[src/rtl/umi_xbar_pkg.sv]
// Shared definitions for the UMI crossbar arbiters: mode encodings, the
// arbiter lock state, and helpers for one-hot decode and rotated
// find-first-set.
package umi_xbar_pkg;

  localparam logic [1:0] XBAR_MODE_PRIO = 2'b00;
  localparam logic [1:0] XBAR_MODE_RR   = 2'b10;

  // Helpers work on a fixed maximum width; callers slice off their N bits.
  localparam int XBAR_MAXN = 32;
  localparam int XBAR_IDXW = 5;

  typedef enum logic {
    ARB_OPEN   = 1'b0,
    ARB_LOCKED = 1'b1
  } arb_state_e;

  // One-hot decode of idx within an n-bit field.
  function automatic logic [XBAR_MAXN-1:0] onehot(input int idx, input int n);
    logic [XBAR_MAXN-1:0] res;
    res = '0;
    if (idx >= 0 && idx < n) res[idx[XBAR_IDXW-1:0]] = 1'b1;
    return res;
  endfunction

  // Rotate vec right by ptr, take the first set bit, rotate back. Done as a
  // wrapped scan starting at ptr, which yields the same one-hot result.
  function automatic logic [XBAR_MAXN-1:0] ffs_rot(input logic [XBAR_MAXN-1:0] vec,
                                                   input int ptr, input int n);
    logic [XBAR_MAXN-1:0] res;
    logic                 found;
    int                   j;
    res   = '0;
    found = 1'b0;
    for (int i = 0; i < XBAR_MAXN; i++) begin
      if (i < n && !found) begin
        j = ptr + i;
        if (j >= n) j = j - n;
        if (vec[j[XBAR_IDXW-1:0]]) begin
          res[j[XBAR_IDXW-1:0]] = 1'b1;
          found = 1'b1;
        end
      end
    end
    return res;
  endfunction

endpackage

[src/rtl/umi_arb_rotate.sv]
// Combinational rotated find-first-set: grants the first requester at or
// above i_ptr, wrapping from N-1 back to 0. ptr=0 gives plain fixed priority.
module umi_arb_rotate
  import umi_xbar_pkg::*;
#(
  parameter int N = 4,
  localparam int PW = (N > 1) ? $clog2(N) : 1
) (
  input  logic [N-1:0]  i_req,
  input  logic [PW-1:0] i_ptr,
  output logic [N-1:0]  o_grant
);

  logic [XBAR_MAXN-1:0] w_vec;
  logic [XBAR_MAXN-1:0] w_res;
  logic                 w_unused;

  // Widen the request vector, scan it, and narrow the result back to N bits.
  always_comb begin
    w_vec        = '0;
    w_vec[N-1:0] = i_req;
    w_res        = ffs_rot(w_vec, int'(i_ptr), N);
    o_grant      = w_res[N-1:0];
  end

  assign w_unused = ^w_res[XBAR_MAXN-1:N];

endmodule

[src/rtl/umi_xbar_arbiter.sv]
// Per-output-port arbiter for the UMI crossbar. Picks one of N requesters
// with fixed priority (plus starvation aging) or round-robin, and pins the
// grant to one input from the first beat of a message until its EOM beat.
module umi_xbar_arbiter
  import umi_xbar_pkg::*;
#(
  parameter int N      = 4,
  parameter int AGEW   = 4,
  parameter int AGEMAX = 15
) (
  input  logic         clk,
  input  logic         nreset,
  input  logic [1:0]   mode,
  input  logic [N-1:0] mask,
  input  logic [N-1:0] request,
  input  logic [N-1:0] eom,
  input  logic         out_ready,
  output logic [N-1:0] grant,
  output logic         out_valid,
  output logic         locked
);

  localparam int PW = (N > 1) ? $clog2(N) : 1;

  arb_state_e           r_state;
  logic [PW-1:0]        r_rrPtr;
  logic [PW-1:0]        r_lockId;
  logic                 r_lockRr;
  logic                 r_active;
  logic [AGEW-1:0]      r_age [N];

  logic [N-1:0]         w_elig;
  logic [N-1:0]         w_aged;
  logic [N-1:0]         w_prioVec;
  logic [N-1:0]         w_prioGrant;
  logic [N-1:0]         w_rrGrant;
  logic [XBAR_MAXN-1:0] w_lockOh;
  logic                 w_isLocked;
  logic                 w_isRr;
  logic                 w_xfer;
  logic [PW-1:0]        w_gIdx;
  logic [PW-1:0]        w_rrNext;
  logic                 w_gEom;
  logic                 w_unused;

  assign w_isLocked = (r_state == ARB_LOCKED);
  // While a message is open the mode captured at its first beat stays in force.
  assign w_isRr     = w_isLocked ? r_lockRr : (mode == XBAR_MODE_RR);
  assign w_elig     = request & ~mask;
  assign w_prioVec  = (|w_aged) ? w_aged : w_elig;
  assign w_lockOh   = onehot(int'(r_lockId), N);
  assign w_unused   = ^w_lockOh[XBAR_MAXN-1:N];

  // Flag eligible requesters whose wait counter has saturated.
  always_comb begin
    w_aged = '0;
    for (int i = 0; i < N; i++) begin
      w_aged[i] = w_elig[i] && (r_age[i] == AGEW'(AGEMAX));
    end
  end

  umi_arb_rotate #(.N(N)) u_prio (
    .i_req   (w_prioVec),
    .i_ptr   ({PW{1'b0}}),
    .o_grant (w_prioGrant)
  );

  umi_arb_rotate #(.N(N)) u_rr (
    .i_req   (w_elig),
    .i_ptr   (r_rrPtr),
    .o_grant (w_rrGrant)
  );

  // Zero-latency grant: pinned to the lock owner mid-message, else arbitrate.
  always_comb begin
    if (!r_active)       grant = '0;
    else if (w_isLocked) grant = w_lockOh[N-1:0] & request;
    else if (w_isRr)     grant = w_rrGrant;
    else                 grant = w_prioGrant;
  end

  assign out_valid = |(grant & request);
  assign locked    = w_isLocked;
  assign w_xfer    = out_valid & out_ready;

  // Encode the one-hot grant into the index of the transferring input.
  always_comb begin
    w_gIdx = '0;
    for (int i = 0; i < N; i++) begin
      if (grant[i]) w_gIdx = PW'(i);
    end
  end

  assign w_gEom   = eom[w_gIdx];
  assign w_rrNext = (w_gIdx == PW'(N - 1)) ? '0 : w_gIdx + PW'(1);

  // Lock state machine: open a message on a non-EOM beat, close it on EOM.
  always_ff @(posedge clk or negedge nreset) begin
    if (!nreset) begin
      r_state  <= ARB_OPEN;
      r_lockId <= '0;
      r_lockRr <= 1'b0;
      r_rrPtr  <= '0;
      r_active <= 1'b0;
    end else begin
      r_active <= 1'b1;
      if (w_xfer) begin
        if (!w_gEom) begin
          r_state  <= ARB_LOCKED;
          r_lockId <= w_gIdx;
          r_lockRr <= w_isRr;
        end else begin
          r_state <= ARB_OPEN;
          if (w_isRr) r_rrPtr <= w_rrNext;
        end
      end
    end
  end

  // Starvation counters: count waiting cycles in priority mode only.
  always_ff @(posedge clk or negedge nreset) begin
    if (!nreset) begin
      for (int i = 0; i < N; i++) r_age[i] <= '0;
    end else begin
      for (int i = 0; i < N; i++) begin
        if (!r_active || w_isRr || !w_elig[i] || grant[i]) begin
          r_age[i] <= '0;
        end else if (r_age[i] != AGEW'(AGEMAX)) begin
          r_age[i] <= r_age[i] + AGEW'(1);
        end
      end
    end
  end

`ifndef SYNTHESIS
  a_grantOneHot : assert property (@(posedge clk) disable iff (!nreset)
    $onehot0(grant));
  a_grantRequested : assert property (@(posedge clk) disable iff (!nreset)
    ((grant & ~request) == '0));
  a_grantLockOwner : assert property (@(posedge clk) disable iff (!nreset)
    w_isLocked |-> ((grant & ~w_lockOh[N-1:0]) == '0));
`endif

endmodule

[config.mk]
export PLATFORM = sky130hd
export DESIGN_NAME = umi_xbar_arbiter
export DESIGN_NICKNAME = d
export VERILOG_FILES = /design/src/rtl/umi_xbar_pkg.sv /design/src/rtl/umi_arb_rotate.sv /design/src/rtl/umi_xbar_arbiter.sv
export SDC_FILE = /design/constraint.sdc
export NUM_CORES = 1
export LEC_CHECK = 0
export ABC_AREA = 0
export CORE_MARGIN = 1
export CORE_UTILIZATION = 45
export DETAILED_ROUTE_END_ITERATION = 10
export GPL_TIMING_DRIVEN = 0
export PLACE_DENSITY = 0.64
export SLEW_MARGIN = 20
export SYNTH_ARGS = -nofsm -noshare
export SYNTH_HDL_FRONTEND = slang
export SYNTH_HIERARCHICAL = 1
export SYNTH_SLANG_ARGS = --single-unit
[constraint.sdc]
create_clock -name clk -period 5.75 [get_ports clk]
set_input_delay 1.15 -clock clk [delete_from_list [all_inputs] [get_ports clk]]
set_output_delay 1.15 -clock clk [all_outputs]
set_load 0.05 [all_outputs]
==> results.md <==
- Cell-internal power: 0.0004583 W
- Post-place setup slack: -0.8750 ns
- Critical path class: in -> out
- Drt drc: 0
- Outcome: completed
- Post-Syn Area per Cell: 8.787 sq um
- Final nets: 330
- Fillers: 498
- Die area: 5326 sq um
- Clock power share: 0.129
- DR iter-0 viols: 133
- Clock skew: 0.002442 ns
- Max Slew Vio Count: 0
- Sw frac: 0.4525
- Crit path DAT: 4.46 ns
- Final wirelength: 5096 um
- R2R Path End: r_rrPtr[0]
- Worst-margin pin slew: 0.5454 ns
- Placed insts: 358
- Clk root buf: clkbuf_8
- Comb power frac: 0.605
- Final setup fails: 0
- First-pass GRT wire length: 8314 um
- DPL Wire Length: 3935 um
- Area share of the largest cell type after synthesis: 0.2539
- Peak supply drop: 0.0002388 V
- Ys flop type: dfrtp_1
- Sw Pwr: 0.0003788 W
- Via/cell ratio: 5.536
- Post-CTS Setup Bufs: 0
- Startpoint Class: input port
- # IOs: 23
- Total global-route track usage: 0.2019
- Worst r2r path cells: 15
- Crit path capture type: output pin
- Top post-synthesis cells by area: dfrtp_1 (25%), ha_1 (9.4%), nor2_1 (5.0%), mux2i_1 (4.9%), a221o_1 (3.5%)
- Syn-to-layout area delta: 19.48%
- Worst hold path cell count: 1
- Hold WS: 0.5121 ns
- CTS tree: done
- M2 GR Usage: 0.3272
- Finished Core Util: 0.5660
- Synth Register Bits: 23
- Inserted Clock Buffers: 3
- Syn Std Cell Area: 2267 sq um
- I/O Buffers: 22
- H-tree depth: 1
- Reg2reg start: r_age[12]
- Post-synth EDFFs: 0
- Total power: 0.0008371 W
- Hold_sp: r_age[7]
- Max FO, Critical Path: 8
- Initial Util: 0.4737
- Layout cells sized above 1: 0.1153
- Core area: 4786 sq um
- Largest net degree at the start of global routing: 24
- Yosys cell types: 54
- Max-Cap Viols: 0
- CTS Buffer Depth: 2
- Clock sink count: 23
- Grt total ovfl: 0
- Vias in the first global route: 1771
- Initial antenna violation count: 0
- P_leak: 1.250 nW
- Final hold vios: 0
- Global placer's final weighted congestion: 0.7767
- Wire per inst: 14.08 um
- CP required: 4.60 ns
- Synthesis warning total: 6
- Final period utilization: 0.9762
- Synth Instances: 258
- Reg power frac: 0.266
- Fmax achieved: 178.2 MHz
- Die H: 72.98 um
- HP Class: reg -> reg
- Post-synthesis sequential area ratio: 0.2539
- Worst slew margin: 0.6364
- Antenna Violating Nets Remaining: 0
- Cell taking the most area after synthesis: dfrtp_1
- Row cnt: 25
- FF-to-FF setup slack: 1.36 ns
- Non-Filler Instances: 362
- DIE WIDTH: 72.98 um
- Clock transition at the registers of the reported paths: 0.09 ns
- Grt met1 use: 0.2839
- M3 GR Usage: 0.01243
- WHS Endpoint: r_age[7]
- Power Dens Cells: 309.0 nW/um^2
- Clk_lat worst skew: 0.28 ns
- ANT cells: 0
- Fin worst setup slack: 0.1368 ns
- Initial DRT Pass Iterations: 4
- GRT Max-Usage Layer: met2
- Vias: 2004
- Post-synthesis async set-or-reset flop share: 1.000
- RSZ-0062 raised after global routing: no
- Minimum clock period: 5.613 ns
-- final cells by class --
type / count / area [sq um] / area share
tap: 67 / 83.83 / 0.03095
inverter: 17 / 63.81 / 0.02356
timing repair buffer: 22 / 211.5 / 0.07806
multi-input combinational: 222 / 1664 / 0.6143
clock buffer: 4 / 45.04 / 0.01663
sequential: 23 / 575.6 / 0.2125
buffer: 7 / 65.06 / 0.02402
-- how the worst max path moves through the flow --
stage / start / cells past startpoint / endpoint / slack [ns]
final: mask[0] / 14 / out_valid / 0.14
after global routing: mask[0] / 14 / out_valid / 0.02
after CTS: request[0] / 14 / out_valid / 0.01
after detailed placement: request[0] / 16 / out_valid / -0.88
after global placement: request[0] / 16 / out_valid / -0.95
after floorplan: mask[0] / 12 / out_valid / 0.68
-- critical path, stage by stage --
cell and delay, ns:
clkdlybuf4s50_1 0.40, nand2b_4 0.17, o22a_1 0.22, o21ai_2 0.06, o21bai_4 0.17, a21oi_2 0.12, mux4_2 0.57, nand2_1 0.10
o21ai_0 0.10, a221o_1 0.28, o311a_1 0.36, a32o_1 0.24, or3_1 0.32, buf_4 0.20
-- power groups by stage --
stage                     logic (W)  registers, W  clock network, W
after CTS                  0.000504      0.000223          0.000108
final                      0.000506      0.000223          0.000108
after global placement     0.000499      0.000224                 0
after global routing       0.000557      0.000227          0.000114
after detailed placement   0.000504      0.000224                 0
after floorplan            0.000382      0.000226                 0
-- Yosys cell counts, types with 2 or more instances --
cell	instances
nor4bb_1	2
dfrtp_1	23
nor2b_1	3
a21oi_1	9
buf_6	5
nor3b_1	5
o311a_1	3
and2_1	4
and4_1	3
mux4_2	3
nand3_1	10
a211oi_1	3
mux2i_1	11
and3_1	2
o31ai_1	5
conb_1	2
o311ai_0	2
o21ai_0	6
mux2_4	3
nand2b_1	8
nand3b_1	3
ha_1	17
nor2_1	30
nand4_1	2
a311oi_1	3
inv_1	17
nand2_1	18
a31oi_1	6
mux2_2	4
a221o_1	8
or3_1	5
xnor2_1	4
nor3_1	8
-- registers in the layout (all words and copies together), names as in the netlist --
register and cells:
r_lockId 2, r_age 16, r_rrPtr 2, r_lockRr 1
locked 1, r_active 1
-- repair_timing --
item	CTS	global route
resized for setup	22	9
hold buffers	0	0
endpoints found under the setup margin	5	5
-- stage by stage --
step	area [sq um]	TNS [ns]
floorplan	2308	0
global placement	2613	-2.616
detailed placement	2613	-2.407
CTS	2670	0
global route	2709	0
finish	2709	0
-- cells in the final DEF (no fill, tap or decap), types with 10 or more instances in the layout --
cell type | Yosys | layout
nand3_1 | 10 | 10
inv_1 | 17 | 17
clkdlybuf4s50_1 | 0 | 14
nand2_1 | 18 | 18
ha_1 | 17 | 17
conb_1 | 2 | 13
dfrtp_1 | 23 | 23
mux2i_1 | 11 | 11
nor2_1 | 30 | 30
-- cells by family after synthesis --
kind of cell,synth area share
and+or+nand+nor,0.2688
AOI/OAI and AO/OA,0.1849
buffers and inverters,0.05684
DFF,0.2539
muxes,0.1231
adders and majority gates,0.09382
xor gates and xnor gates,0.01545
other,0.003312
-- per-layer routing --
| layer | routed length [um] | vias up |
|---|---|---|
| li1 | - | 1022 |
| met1 | 2497 | 944 |
| met2 | 2366 | 33 |
| met3 | 153 | 5 |
| met4 | 78 | 0 |
| met5 | 0 | - |
Power figures use the tool's default switching activity.
